## src/rtl/pc_sequencer_if.sv

```systemverilog
// pc_sequencer_if: fetch-adder, instruction-memory and decode signals of pc_sequencer.
// master = sequencer side, slave = the surrounding fetch/memory/decode logic.
interface pc_sequencer_if;
    logic [31:0] pc_out;
    logic [31:0] constant_4;
    logic [31:0] adder_pc_4;
    logic        branch_taken;
    logic [31:0] branch_target;
    logic        jump;
    logic [31:0] jump_target;
    logic        imem_req;
    logic [31:0] imem_addr;
    logic        imem_ack;
    logic [31:0] imem_rdata;
    logic [31:0] instr_out;
    logic        instr_valid;
    logic        instr_ready;
    logic        align_err;
    modport master (
        output pc_out, constant_4, imem_req, imem_addr, instr_out, instr_valid, align_err,
        input  adder_pc_4, branch_taken, branch_target, jump, jump_target, imem_ack, imem_rdata, instr_ready
    );
    modport slave (
        input  pc_out, constant_4, imem_req, imem_addr, instr_out, instr_valid, align_err,
        output adder_pc_4, branch_taken, branch_target, jump, jump_target, imem_ack, imem_rdata, instr_ready
    );
endinterface

```

## src/rtl/pc_sequencer.sv

```systemverilog
// pc_sequencer: owns the PC, sequences imem req/ack and decode valid/ready, applies redirects.
// Optional PC_ALIGN_CHECK_EN: force redirect targets word-aligned and raise sticky align_err.
module pc_sequencer #(
    parameter logic [31:0] RESET_PC = 32'h0000_0000,
    parameter logic [31:0] INCR     = 32'd4
) (
    input logic            clk,
    input logic            rst,
    pc_sequencer_if.master io_seq
);
    typedef enum logic [1:0] {S_SETTLE, S_REQ, S_OUT} state_t;
    state_t      r_state, w_next;
    logic [31:0] r_pc, r_instr, r_pend_tgt;
    logic [31:0] w_raw_tgt, w_tgt_in, w_tgt, w_pc_next;
    logic        r_pend, w_redir, w_have, w_pc_load, w_capture;

    assign w_redir   = io_seq.jump | io_seq.branch_taken;
    assign w_raw_tgt = io_seq.jump ? io_seq.jump_target : io_seq.branch_target;
`ifdef PC_ALIGN_CHECK_EN
    logic r_align_err;
    assign w_tgt_in         = {w_raw_tgt[31:2], 2'b00};
    assign io_seq.align_err = r_align_err;
    always_ff @(posedge clk or negedge rst) begin
        if (!rst) r_align_err <= 1'b0;
        else if (w_redir && (|w_raw_tgt[1:0])) r_align_err <= 1'b1;
    end
`else
    assign w_tgt_in         = w_raw_tgt;
    assign io_seq.align_err = 1'b0;
`endif
    // a pulse arriving this cycle is newer than anything already pending
    assign w_have = w_redir | r_pend;
    assign w_tgt  = w_redir ? w_tgt_in : r_pend_tgt;

    always_ff @(posedge clk or negedge rst) begin
        if (!rst) r_state <= S_SETTLE;
        else r_state <= w_next;
    end

    always_comb begin
        w_next             = r_state;
        w_pc_load          = 1'b0;
        w_capture          = 1'b0;
        w_pc_next          = w_tgt;
        io_seq.imem_req    = 1'b0;
        io_seq.instr_valid = 1'b0;
        case (r_state)
            S_SETTLE: w_next = S_REQ;
            S_REQ: begin
                io_seq.imem_req = 1'b1;
                if (io_seq.imem_ack) begin
                    w_next    = w_have ? S_SETTLE : S_OUT;
                    w_pc_load = w_have;
                    w_capture = !w_have;
                end
            end
            S_OUT: begin
                io_seq.instr_valid = 1'b1;
                if (io_seq.instr_ready) begin
                    w_next    = S_SETTLE;
                    w_pc_load = 1'b1;
                    w_pc_next = w_have ? w_tgt : io_seq.adder_pc_4;
                end
            end
            default: w_next = S_SETTLE;
        endcase
    end

    always_ff @(posedge clk or negedge rst) begin
        if (!rst) begin
            r_pc       <= RESET_PC;
            r_instr    <= '0;
            r_pend     <= 1'b0;
            r_pend_tgt <= '0;
        end else begin
            if (w_pc_load) r_pc <= w_pc_next;
            if (w_capture) r_instr <= io_seq.imem_rdata;
            if (w_pc_load) r_pend <= 1'b0;
            else if (w_redir) begin
                r_pend     <= 1'b1;
                r_pend_tgt <= w_tgt_in;
            end
        end
    end

    assign io_seq.pc_out     = r_pc;
    assign io_seq.imem_addr  = r_pc;
    assign io_seq.instr_out  = r_instr;
    assign io_seq.constant_4 = INCR;
endmodule

```

## src/flat_wrapper.sv

```systemverilog
// flat-port wrapper written by rule: the top's interface ports become plain ports
module pc_sequencer_flat 
#(
    parameter logic [31:0] RESET_PC = 32'h0000_0000,
    parameter logic [31:0] INCR     = 32'd4
)
  (clk, rst, io_seq_pc_out, io_seq_constant_4, io_seq_imem_req, io_seq_imem_addr, io_seq_instr_out, io_seq_instr_valid, io_seq_align_err, io_seq_adder_pc_4, io_seq_branch_taken, io_seq_branch_target, io_seq_jump, io_seq_jump_target, io_seq_imem_ack, io_seq_imem_rdata, io_seq_instr_ready);
  pc_sequencer_if io_seq_i ();
  input logic clk;
  input logic rst;
  output wire logic [$bits(io_seq_i.pc_out)-1:0] io_seq_pc_out;
  output wire logic [$bits(io_seq_i.constant_4)-1:0] io_seq_constant_4;
  output wire logic [$bits(io_seq_i.imem_req)-1:0] io_seq_imem_req;
  output wire logic [$bits(io_seq_i.imem_addr)-1:0] io_seq_imem_addr;
  output wire logic [$bits(io_seq_i.instr_out)-1:0] io_seq_instr_out;
  output wire logic [$bits(io_seq_i.instr_valid)-1:0] io_seq_instr_valid;
  output wire logic [$bits(io_seq_i.align_err)-1:0] io_seq_align_err;
  input wire logic [$bits(io_seq_i.adder_pc_4)-1:0] io_seq_adder_pc_4;
  input wire logic [$bits(io_seq_i.branch_taken)-1:0] io_seq_branch_taken;
  input wire logic [$bits(io_seq_i.branch_target)-1:0] io_seq_branch_target;
  input wire logic [$bits(io_seq_i.jump)-1:0] io_seq_jump;
  input wire logic [$bits(io_seq_i.jump_target)-1:0] io_seq_jump_target;
  input wire logic [$bits(io_seq_i.imem_ack)-1:0] io_seq_imem_ack;
  input wire logic [$bits(io_seq_i.imem_rdata)-1:0] io_seq_imem_rdata;
  input wire logic [$bits(io_seq_i.instr_ready)-1:0] io_seq_instr_ready;
  assign io_seq_pc_out = io_seq_i.pc_out;
  assign io_seq_constant_4 = io_seq_i.constant_4;
  assign io_seq_imem_req = io_seq_i.imem_req;
  assign io_seq_imem_addr = io_seq_i.imem_addr;
  assign io_seq_instr_out = io_seq_i.instr_out;
  assign io_seq_instr_valid = io_seq_i.instr_valid;
  assign io_seq_align_err = io_seq_i.align_err;
  assign io_seq_i.adder_pc_4 = io_seq_adder_pc_4;
  assign io_seq_i.branch_taken = io_seq_branch_taken;
  assign io_seq_i.branch_target = io_seq_branch_target;
  assign io_seq_i.jump = io_seq_jump;
  assign io_seq_i.jump_target = io_seq_jump_target;
  assign io_seq_i.imem_ack = io_seq_imem_ack;
  assign io_seq_i.imem_rdata = io_seq_imem_rdata;
  assign io_seq_i.instr_ready = io_seq_instr_ready;
  pc_sequencer #(.RESET_PC(RESET_PC), .INCR(INCR)) u_core (.clk(clk), .rst(rst), .io_seq(io_seq_i));
endmodule
```

## config.mk

```make
export PLATFORM = sky130hd
export DESIGN_NAME = pc_sequencer_flat
export DESIGN_NICKNAME = d
export VERILOG_FILES = /design/src/rtl/pc_sequencer_if.sv /design/src/rtl/pc_sequencer.sv /design/src/flat_wrapper.sv
export SDC_FILE = /design/constraint.sdc
export NUM_CORES = 1
export LEC_CHECK = 0
export ABC_AREA = 1
export ABC_CLOCK_PERIOD_IN_PS = 1750
export CAP_MARGIN = 20
export CORE_MARGIN = 4
export CORE_UTILIZATION = 42
export CTS_CLUSTER_SIZE = 14
export DETAILED_ROUTE_END_ITERATION = 8
export PLACE_DENSITY = 0.92
export SLEW_MARGIN = 20
export SYNTH_ARGS = -nofsm -noshare
export SYNTH_HDL_FRONTEND = slang
export SYNTH_SLANG_ARGS = --single-unit
```

## constraint.sdc

```tcl
create_clock -name clk -period 1.75 [get_ports clk]
set_clock_uncertainty 0.05 [all_clocks]
set_input_delay 0.2625 -clock clk [delete_from_list [all_inputs] [get_ports clk]]
set_output_delay 0.2625 -clock clk [all_outputs]
set_load 0.05 [all_outputs]
```

==> results of run 1 <==
==> layout make-up <==
type / count / share of cell area
multi-input cells: 541 / 0.296
clock buffers: 9 / 0.0280
flip-flops and latches: 99 / 0.307
inverters: 41 / 0.0191
repair buffers: 264 / 0.314
well taps: 172 / 0.0267
clock inverters: 7 / 0.00839
==> registers in the layout (all words and copies together), names as in the netlist <==
signal / flops
u_core.io_seq.instr_out: 32
u_core.r_pend_tgt: 32
u_core.r_state: 2
u_core.io_seq.imem_addr: 32
u_core.r_pend: 1
==> cell families after synthesis <==
| logic type | Yosys count | synth area share |
|---|---|---|
| AOI/OAI and AO/OA | 32 | 0.0297 |
| adders and majority gates | 3 | 0.00676 |
| buffers and inverters | 143 | 0.152 |
| DFF | 99 | 0.446 |
| other | 2 | 0.00135 |
| and+or+nand+nor | 473 | 0.365 |
==> path summary, 6_finish.rpt <==
path / slack, ns / end / cells past startpoint / startpoint
hold / removal: 0.37 / u_core.io_seq.imem_addr[29] / 2 / rst
hold reg to reg: 0.42 / u_core.r_pend_tgt[12] / 2 / u_core.r_pend_tgt[12]
min in group clk: 0.39 / u_core.r_pend / 5 / io_seq_jump
setup / recovery: 0.11 / u_core.io_seq.imem_addr[18] / 10 / u_core.r_state[1]
max in group asynchronous: 0.74 / u_core.io_seq.imem_addr[25] / 3 / rst
setup reg to reg: 0.11 / u_core.io_seq.imem_addr[18] / 10 / u_core.r_state[1]
==> critical path, stage by stage, from the launching register on <==
cell and delay (ns):
dfrtp_1 0.42, inv_2 0.10, ha_4 0.16, nand2_1 0.07, inv_2 0.07, nand2_2 0.07
a21oi_4 0.15, buf_4 0.16, buf_12 0.15, nand3_1 0.08, nand2_1 0.07
==> timing repair <==
| item | CTS | global route |
|---|---|---|
| hold endpoints to repair | 25 | 0 |
| hold buffers | 1 | 0 |
| setup buffers | 0 | 2 |
| resized for setup | 0 | 3 |
| setup endpoints to repair | 0 | 34 |
==> routing by layer <==
metal | global-route usage | routed length (um) | share of wire
met5 | 0 | 0 | 0
met4 | 0.0415 | 123 | 0.0076
met3 | 0.0494 | 1300 | 0.080
met2 | 0.372 | 8470 | 0.52
met1 | 0.241 | 6360 | 0.39
==> report_power, final <==
group | internal, W | switching (W)
Clock | 0.00101 | 0.000943
Sequential | 0.00312 | 0.000592
Combinational | 0.00225 | 0.00503
Total | 0.00638 | 0.00656
==> per-stage QoR <==
stage | instance area (um^2) | total power, W | utilization
after global placement | 7690 | 0.0108 | 0.602
after detailed placement | 7690 | 0.0109 | 0.602
after global routing | 8060 | 0.0136 | 0.631
after floorplan | 5700 | 0.00888 | -
after CTS | 7990 | 0.0129 | 0.626
final | 8060 | 0.0129 | 0.631
==> placed cells by master, fill, tap and decap left out, drive strengths merged, types with 3 or more instances in the layout <==
cell type      instances
clkdlybuf4s50        131
buf                  130
ha                     3
conb                  33
clkbuf                11
or2                   32
nand2                340
dfrtp                 99
nand3                 98
inv                   45
a21oi                 29
nor2                   3
==> flow_metrics.py, run 1 <==
metrics = {
    "floorplan": {
        "rows": 41,
        "dieArea_mm2": 0.0151,
        "core_area_mm2": 0.0128,
        "ioPinCount": 265,
        "start_util": 0.435,
        "die_w_um": 123,
        "die_h_um": 123,
    },
    "timing": {
        "tns_ns": 0,
        "rsz0062_at_grt": "false",
        "finalMaxSlewViolations": 0,
        "post-route-min-period_ns": 1.64,
        "period_share": 0.935,
        "hold_viol_final": 0,
        "worst_slack_ns": 0.114,
        "whs_ns": 0.371,
        "fmax_mhz": 611,
        "setup_viol": 0,
    },
    "setup_path": {
        "path_class": "reg2reg",
        "cp.arrival_ns": 1.86,
        "startpoint_type": "flip-flop",
        "path_max_fanout": 18,
        "cp-end-kind": "flip-flop",
        "worst_ep_required_time_ns": 1.97,
    },
    "clock_tree": {
        "clockBufferDepth": 2,
        "cts-htree-levels": 3,
        "cts_made_buffers": 9,
        "clk_pin_slew_ns": 0.07,
        "cts_root_buf": "clkbuf_16",
        "cts_num_sinks": 99,
        "cts_tree": "yes",
        "insertion_delay_ns": 0.34,
    },
    "synthesis": {
        "yosys.area.top_type": "dfrtp_1",
        "ys_warn_count": 0,
        "synth_top_cell_area_share": 0.446,
        "synth.most_common_cell": "nand2_1",
        "yosys_most_used_dff": "dfrtp_1",
        "syn_avg_cell_area_um2": 7.39,
        "async_flop_share": 1.00,
        "synth_commonest_cells": "nand2_1, dfrtp_1, nand3_1, buf_4, inv_1",
        "ys_seq_area_frac": 0.446,
        "synth_edf_count": 0,
        "yosysUniqueCellTypes": 24,
        "syn_inst": 752,
        "synth_area_mm2": 0.00556,
        "synthTopCellsByArea": "dfrtp_1, nand2_1, buf_4, nand3_1, or2_0",
        "ys_ff_latch": 99,
    },
    "grt": {
        "antenna_found_initial": 0,
        "grt_max_degree": 39,
        "grt_overflow_total": 0,
        "grt_pass1_wl_um": 24400,
        "grt_usage": 0.203,
        "grt_pass1_vias": 5158,
    },
    "power": {
        "power.density_cell_area_mw_per_mm2": 1610,
        "leakage_nw": 4.43,
        "vdd_ir_drop_max_v": 0.00102,
    },
    "finish": {
        "multi_input_area_mm2": 0.00239,
        "area.sequential_mm2": 0.00248,
        "nets": 1093,
        "syn_to_final_growth_pct": 45.0,
        "fillers": 1089,
        "num_antenna_cells": 0,
        "fin_cells": 1133,
        "drive_above_1_share": 0.173,
    },
    "hold_path": {
        "hp-class": "in2async",
    },
    "placed_design": {
        "place_inst": 1112,
        "dp_hpwl_um": 12200,
        "dp_slack_ns": -0.131,
        "port_buffers": 231,
        "place_congestion": 0.807,
    },
    "drt": {
        "drt_iter0_drc": 345,
        "ant_nets": 0,
        "vias_per_cell": 4.78,
        "vias": 5412,
        "wl_per_cell_um": 14.3,
        "drc": 0,
        "drt_pass1_iterations": 5,
        "routed_wl_um": 16300,
    },
    "outcome": {
        "status": "finished, final reports clean",
    },
    "run": {
        "cap_violations": 0,
    },
}
No activity file was read; power rests on OpenSTA's default activity.
==> run 2, diff against run 1 <==
ABC_AREA = unset   (was 1)
CORE_UTILIZATION = 41   (was 42)
==> run 2 against run 1 <==
Compared with the run above:
- the flow now finishes with violations (negative setup slack)
- sequential share of layout area up 0.15 points
- final cell count down 20%
- critical path depth down 2
- clock-buffer cell count up 1
- sequential power about the same
- sequential cell count unchanged
- synthesized cell count down 31%
- core utilization up 2.3 points
- register-to-register slack worse by 0.16 ns
==> flow_metrics.py, run 2 <==
metrics = {
    "synthesis": {
        "yosys.area.top_type": "dfrtp_1",
        "ys_warn_count": 0,
        "ys_ff_latch": 99,
        "ys_seq_area_frac": 0.474,
        "synthTopCellsByArea": "dfrtp_1, buf_4, mux2_1, nand2_1, mux2i_1",
        "synth-xor-area-share": 0,
        "yosysUniqueCellTypes": 24,
        "synth_edf_count": 0,
        "post_synth_and_or_nand_nor_area_fraction": 0.116,
        "synth_top_cell_area_share": 0.474,
        "synthAdderAreaFrac": 0.00719,
        "synth_top_family_by_area": "multiplexers",
        "synth_area_mm2": 0.00522,
        "yosys_most_used_dff": "dfrtp_1",
        "synth_mux_area_frac": 0.186,
        "async_flop_share": 1.00,
        "syn_inst": 520,
        "syn_avg_cell_area_um2": 10.0,
        "synth.most_common_cell": "dfrtp_1",
        "synth_compound_gate_area_share": 0.0802,
        "synth_commonest_cells": "dfrtp_1, nand2_1, buf_4, nor2_1, o21ai_0",
    },
    "finish": {
        "final_util": 0.654,
        "nets": 875,
        "fillers": 935,
        "area.sequential_mm2": 0.00248,
        "drive_above_1_share": 0.271,
        "layout_commonest_cell": "clkdlybuf4s50_1",
        "multi_input_area_mm2": 0.00233,
        "num_antenna_cells": 0,
        "syn_to_final_growth_pct": 53.5,
        "layout_common_cells": "clkdlybuf4s50_1, buf_4, dfrtp_1",
    },
    "clock_tree": {
        "cts_num_sinks": 99,
        "clk_pin_slew_ns": 0.07,
        "clockBufferDepth": 2,
        "insertion_delay_ns": 0.34,
        "cts_tree": "yes",
        "cts_made_buffers": 9,
        "cts-htree-levels": 3,
        "cts_root_buf": "clkbuf_16",
    },
    "outcome": {
        "status": "finished with violations",
        "violations": "negative setup slack",
    },
    "power": {
        "leakage_nw": 3.74,
        "power.density_cell_area_mw_per_mm2": 1750,
        "vdd_ir_drop_max_v": 0.00112,
        "p_total_w": 0.0140,
    },
    "floorplan": {
        "rows": 40,
        "die_h_um": 121,
        "start_util": 0.426,
        "ioPinCount": 265,
        "die_w_um": 121,
        "dieArea_mm2": 0.0146,
        "core_area_mm2": 0.0123,
    },
    "placed_design": {
        "port_buffers": 231,
        "dp_hpwl_um": 11100,
        "dp_slack_ns": -0.165,
        "place_congestion": 0.789,
    },
    "grt": {
        "grt_overflow_total": 0,
        "grt_pass1_vias": 4344,
        "grt_usage": 0.191,
        "antenna_found_initial": 0,
        "grt_pass1_wl_um": 22100,
        "grt_max_degree": 65,
    },
    "timing": {
        "rsz0062_at_grt": "true",
        "tightest_slew_ns": 0.582,
        "tns_ns": -0.772,
        "finalMaxSlewViolations": 0,
        "fmax_mhz": 558,
        "relSlewSlack": 0.612,
        "hold_viol_final": 0,
        "setup_viol": 26,
        "period_share": 1.02,
        "worst_slack_ns": -0.0415,
        "post-route-min-period_ns": 1.79,
    },
    "drt": {
        "vias_per_cell": 4.87,
        "routed_wl_um": 15700,
        "drc": 0,
        "vias": 4438,
        "ant_nets": 0,
        "drt_iter0_drc": 232,
        "wl_per_cell_um": 17.2,
        "drt_pass1_iterations": 4,
    },
    "setup_path": {
        "slowest_stage": "dfrtp_1",
        "cp-end-kind": "flip-flop",
        "startpoint_type": "flip-flop",
        "cp_num_buf_inv": 4,
        "cp_top_family": "buffers and inverters",
        "worst_ep_required_time_ns": 1.93,
        "max_stage_delay_ns": 0.39,
        "ff2ff_setup_slack_ns": -0.04,
        "r2r-end": "u_core.r_pend_tgt[13]",
        "critical_path.cell_chain": "inv_2 > buf_6 > ha_4 > nand3_4 > o21ai_4 > buf_12 > clkbuf_16 > mux2_4",
        "reg2reg_from": "u_core.r_state[1]",
        "cp.arrival_ns": 1.97,
        "worstRegToRegCells": 8,
        "path_class": "reg2reg",
        "path_max_fanout": 7,
    },
    "hold_path": {
        "hold_path_depth": 3,
        "hold_start": "io_seq_jump",
        "hp-class": "in2reg",
        "min_to": "u_core.r_pend",
    },
    "run": {
        "cap_violations": 0,
    },
}
-- run 2: cell types whose count changed after synthesis, moves of 6 or more --
cell     previous run  this run
mux2i_1             0        32
o21ai_0             2        40
or2_0              28         0
nor2_1              1        45
and2_1              0         6
nand3_1            97         3
a21oi_1            28         1
a31oi_1             0        32
inv_1              39         3
mux2_2              0        22
nand2_1           337        91
mux2_1              0        36
-- run 2: power by group --
| part | leakage (nW) | switching (W) | internal, W |
|---|---|---|---|
| sequential | 1.20 | 0.000603 | 0.00314 |
| clock | 0.155 | 0.000882 | 0.00129 |
| combinational | 2.38 | 0.00526 | 0.00286 |
-- run 2: worst max path at each step --
stage | depth (start not counted) | end | from
finish | 8 | u_core.r_pend_tgt[13] | u_core.r_state[1]
global route | 8 | u_core.r_pend_tgt[17] | u_core.r_state[1]
CTS | 7 | u_core.r_pend_tgt[15] | u_core.r_state[1]
detailed placement | 7 | u_core.io_seq.imem_addr[26] | io_seq_imem_ack
global placement | 5 | u_core.r_pend_tgt[16] | io_seq_imem_ack
floorplan | 6 | u_core.r_pend_tgt[11] | u_core.r_state[1]
-- run 2: area by class of cell --
cell class                 count  area share
clock buffer                  10      0.0298
clock inverter                 6      0.0111
inverter                       3     0.00140
multi-input combinational    351       0.291
sequential                    99       0.309
tap                          168      0.0262
timing repair buffer         274       0.332
-- run 2: kinds of logic (layout without fill, tap and decap cells) --
family,after synthesis,after routing
compound gates,75,75
fa+ha+maj,3,3
buf+inv,101,293
flops,99,99
mux,90,90
other cells,2,33
simple gates,150,150
-- run 2: stage by stage --
stage	std cells	cell area [um^2]	hold slack [ns]
6_report	911	8020	0.195
4_1_cts	902	7700	0.189
3_3_place_gp	881	7250	0.133
5_1_grt	911	8020	0.239
2_1_floorplan	551	5370	-0.0831
3_5_place_dp	881	7250	0.138
-- run 2: worst register-to-register path: cells and delay by family, from the launching register on --
family          cells  cell delay [ns]
buf+inv             4             0.54
flops               1             0.39
mux                 1             0.30
compound gates      1             0.17
fa+ha+maj           1             0.15
simple gates        1             0.07
-- run 2: timing repair --
action | CTS | global route
endpoints found under the hold margin | 20 | 0
hold buffers | 1 | 0
setup buffers | 3 | 3
resized for setup | 11 | 45
cloned | 1 | 7
pin swaps | 0 | 3
setup endpoints to repair | 38 | 75
-- run 2: layer usage --
layer,share of wire,track usage,up-vias,wire length (um)
met5,0,0,-,0
met4,0.019,0.0680,0,306
met3,0.076,0.0485,24,1190
met2,0.50,0.337,192,7870
met1,0.40,0.225,2122,6330
li1,-,-,2100,-
==> run 3, diff against run 2 <==
CELL_PAD_IN_SITES_DETAIL_PLACEMENT = 1   (was unset)
CELL_PAD_IN_SITES_GLOBAL_PLACEMENT = 1   (was unset)
CORE_MARGIN = 2   (was 4)
CORE_UTILIZATION = 29   (was 41)
HOLD_SLACK_MARGIN = 0.15   (was unset)
PLACE_DENSITY = 0.9   (was 0.92)
==> run 3 against run 2 <==
Compared with the run above:
- the run still ends with negative setup slack left
- critical path depth down 1
- fmax down 0.40%
- combinational power up 0.9%
- wire length up 8.2%
- critical endpoint is now u_core.r_pend_tgt[20]
- hold slack better by 0.035 ns
- non-clock buffer count down 1
- register-to-register slack about the same
==> flow_metrics.py, run 3 (same netlist as run 2, synthesis figures left out) <==
metrics = {
    "outcome": {
        "status": "finished with violations",
        "violations": "negative setup slack",
    },
    "clock_tree": {
        "clockBufferDepth": 2,
        "cts_num_sinks": 99,
        "cts_tree": "yes",
        "insertion_delay_ns": 0.34,
        "cts_made_buffers": 9,
        "cts-htree-levels": 3,
        "cts_root_buf": "clkbuf_16",
        "clk_pin_slew_ns": 0.07,
    },
    "timing": {
        "rsz0062_at_grt": "true",
        "tightest_slew_ns": 0.517,
        "post-route-min-period_ns": 1.80,
        "tns_ns": -0.739,
        "hold_viol_final": 0,
        "fmax_mhz": 556,
        "relSlewSlack": 0.655,
        "finalMaxSlewViolations": 0,
        "worst_slack_ns": -0.0487,
        "setup_viol": 28,
        "period_share": 1.03,
        "whs_ns": 0.229,
    },
    "drt": {
        "ant_nets": 0,
        "drt_pass1_iterations": 4,
        "wl_per_cell_um": 17.5,
        "vias_per_cell": 4.61,
        "vias": 4471,
        "routed_wl_um": 17000,
        "drc": 0,
        "drt_iter0_drc": 115,
    },
    "setup_path": {
        "slowest_stage": "dfrtp_1",
        "cp-end-kind": "flip-flop",
        "r2r-end": "u_core.r_pend_tgt[20]",
        "worst_ep_required_time_ns": 1.92,
        "worstRegToRegCells": 7,
        "cp.arrival_ns": 1.97,
        "path_max_fanout": 8,
        "ff2ff_setup_slack_ns": -0.05,
        "max_stage_delay_ns": 0.37,
        "path_class": "reg2reg",
        "reg2reg_from": "u_core.r_state[1]",
        "critical_path.cell_chain": "inv_2 > ha_4 > nand3_4 > o21ai_4 > buf_8 > clkbuf_16 > mux2_4",
        "startpoint_type": "flip-flop",
    },
    "finish": {
        "area.sequential_mm2": 0.00248,
        "layout_commonest_cell": "clkdlybuf4s50_1",
        "final_util": 0.456,
        "multi_input_area_mm2": 0.00242,
        "layout_common_cells": "clkdlybuf4s50_1, buf_4, dfrtp_1",
        "final_area_mm2": 0.00814,
        "syn_to_final_growth_pct": 55.8,
        "num_antenna_cells": 0,
        "nets": 874,
        "drive_above_1_share": 0.296,
        "fillers": 1962,
    },
    "hold_path": {
        "hp-class": "in2async",
    },
    "floorplan": {
        "die_h_um": 138,
        "start_util": 0.293,
        "ioPinCount": 265,
        "core_area_mm2": 0.0178,
        "dieArea_mm2": 0.0191,
        "die_w_um": 138,
        "rows": 49,
    },
    "grt": {
        "grt_usage": 0.170,
        "antenna_found_initial": 0,
        "grt_overflow_total": 0,
        "grt_max_degree": 94,
        "grt_pass1_wl_um": 25900,
        "grt_pass1_vias": 4710,
    },
    "placed_design": {
        "dpl_cell_area_mm2": 0.00737,
        "place_congestion": 0.743,
        "port_buffers": 231,
        "dp_hpwl_um": 12000,
    },
    "power": {
        "vdd_ir_drop_max_v": 0.00108,
        "power.density_cell_area_mw_per_mm2": 1740,
        "leakage_nw": 3.75,
    },
    "run": {
        "cap_violations": 0,
    },
}
-- run 3: cell count changes in the layout (fill, tap and decap cells not counted), moves of 3 or more --
cell       previous run  this run
nand2_1              90        87
clkbuf_16            15        11
nor2_2                4        11
mux2_2                2         5
buf_8                 2         7
o21ai_2               0         4
nor2_1               41        31
mux2_4               26        23
nor2_4                0         3
-- run 3: report_power, final --
| group | internal, W | switching [W] | total, W |
|---|---|---|---|
| Sequential | 0.00314 | 0.000681 | 0.00382 |
| Clock | 0.00124 | 0.000865 | 0.00211 |
| Combinational | 0.00287 | 0.00532 | 0.00819 |
| Total | 0.00726 | 0.00687 | 0.0141 |
-- run 3: layer usage --
| layer | track usage | vias up | part of all wire |
|---|---|---|---|
| li1 | - | 2082 | - |
| met2 | 0.302 | 176 | 0.52 |
| met4 | 0.0532 | 0 | 0.017 |
| met5 | 0 | - | 0 |
| met3 | 0.0398 | 21 | 0.053 |
| met1 | 0.205 | 2192 | 0.41 |
-- run 3: worst max path at each step --
stage / start / to / slack, ns / depth (start not counted)
floorplan: u_core.r_state[1] / u_core.r_pend_tgt[11] / 0.02 / 6
global placement: io_seq_imem_ack / u_core.r_pend_tgt[15] / -0.16 / 5
detailed placement: io_seq_imem_ack / u_core.io_seq.imem_addr[4] / -0.24 / 7
CTS: u_core.r_state[1] / u_core.r_pend_tgt[9] / -0.09 / 8
global route: u_core.r_state[1] / u_core.io_seq.imem_addr[4] / -0.13 / 9
finish: u_core.r_state[1] / u_core.r_pend_tgt[20] / -0.05 / 7
-- run 3: layout make-up --
| type | instances | area share |
|---|---|---|
| tap | 229 | 0.0352 |
| multi-input combinational | 351 | 0.297 |
| clock buffer | 10 | 0.0281 |
| clock inverter | 5 | 0.00969 |
| sequential | 99 | 0.304 |
| inverter | 3 | 0.00138 |
| timing repair buffer | 273 | 0.324 |
-- run 3: timing repair --
item,CTS,global route
gates resized for setup,26,65
buffers inserted,6,5
gates cloned,3,2
setup endpoints to repair,50,64
hold buffers,1,0
endpoints found under the hold margin,99,0
pin swaps,3,5
-- run 3: through the flow --
stage,cells,total power (W),worst slack [ns]
finish,970,0.0141,-0.0487
CTS,966,0.0139,-0.0879
detailed placement,941,0.0114,-0.239
global route,970,0.0148,-0.131
global placement,941,0.0111,-0.158
floorplan,551,0.00926,0.0190
-- run 3: worst max-delay path, delay by kind of cell, from the launching register on --
family / cells / cell delay (ns)
AND/OR/NAND/NOR: 1 / 0.07
multiplexers: 1 / 0.30
AO/OA/AOI/OAI: 1 / 0.17
flip-flops: 1 / 0.37
buffers and inverters: 3 / 0.42
adder cells (fa/ha/maj): 1 / 0.29
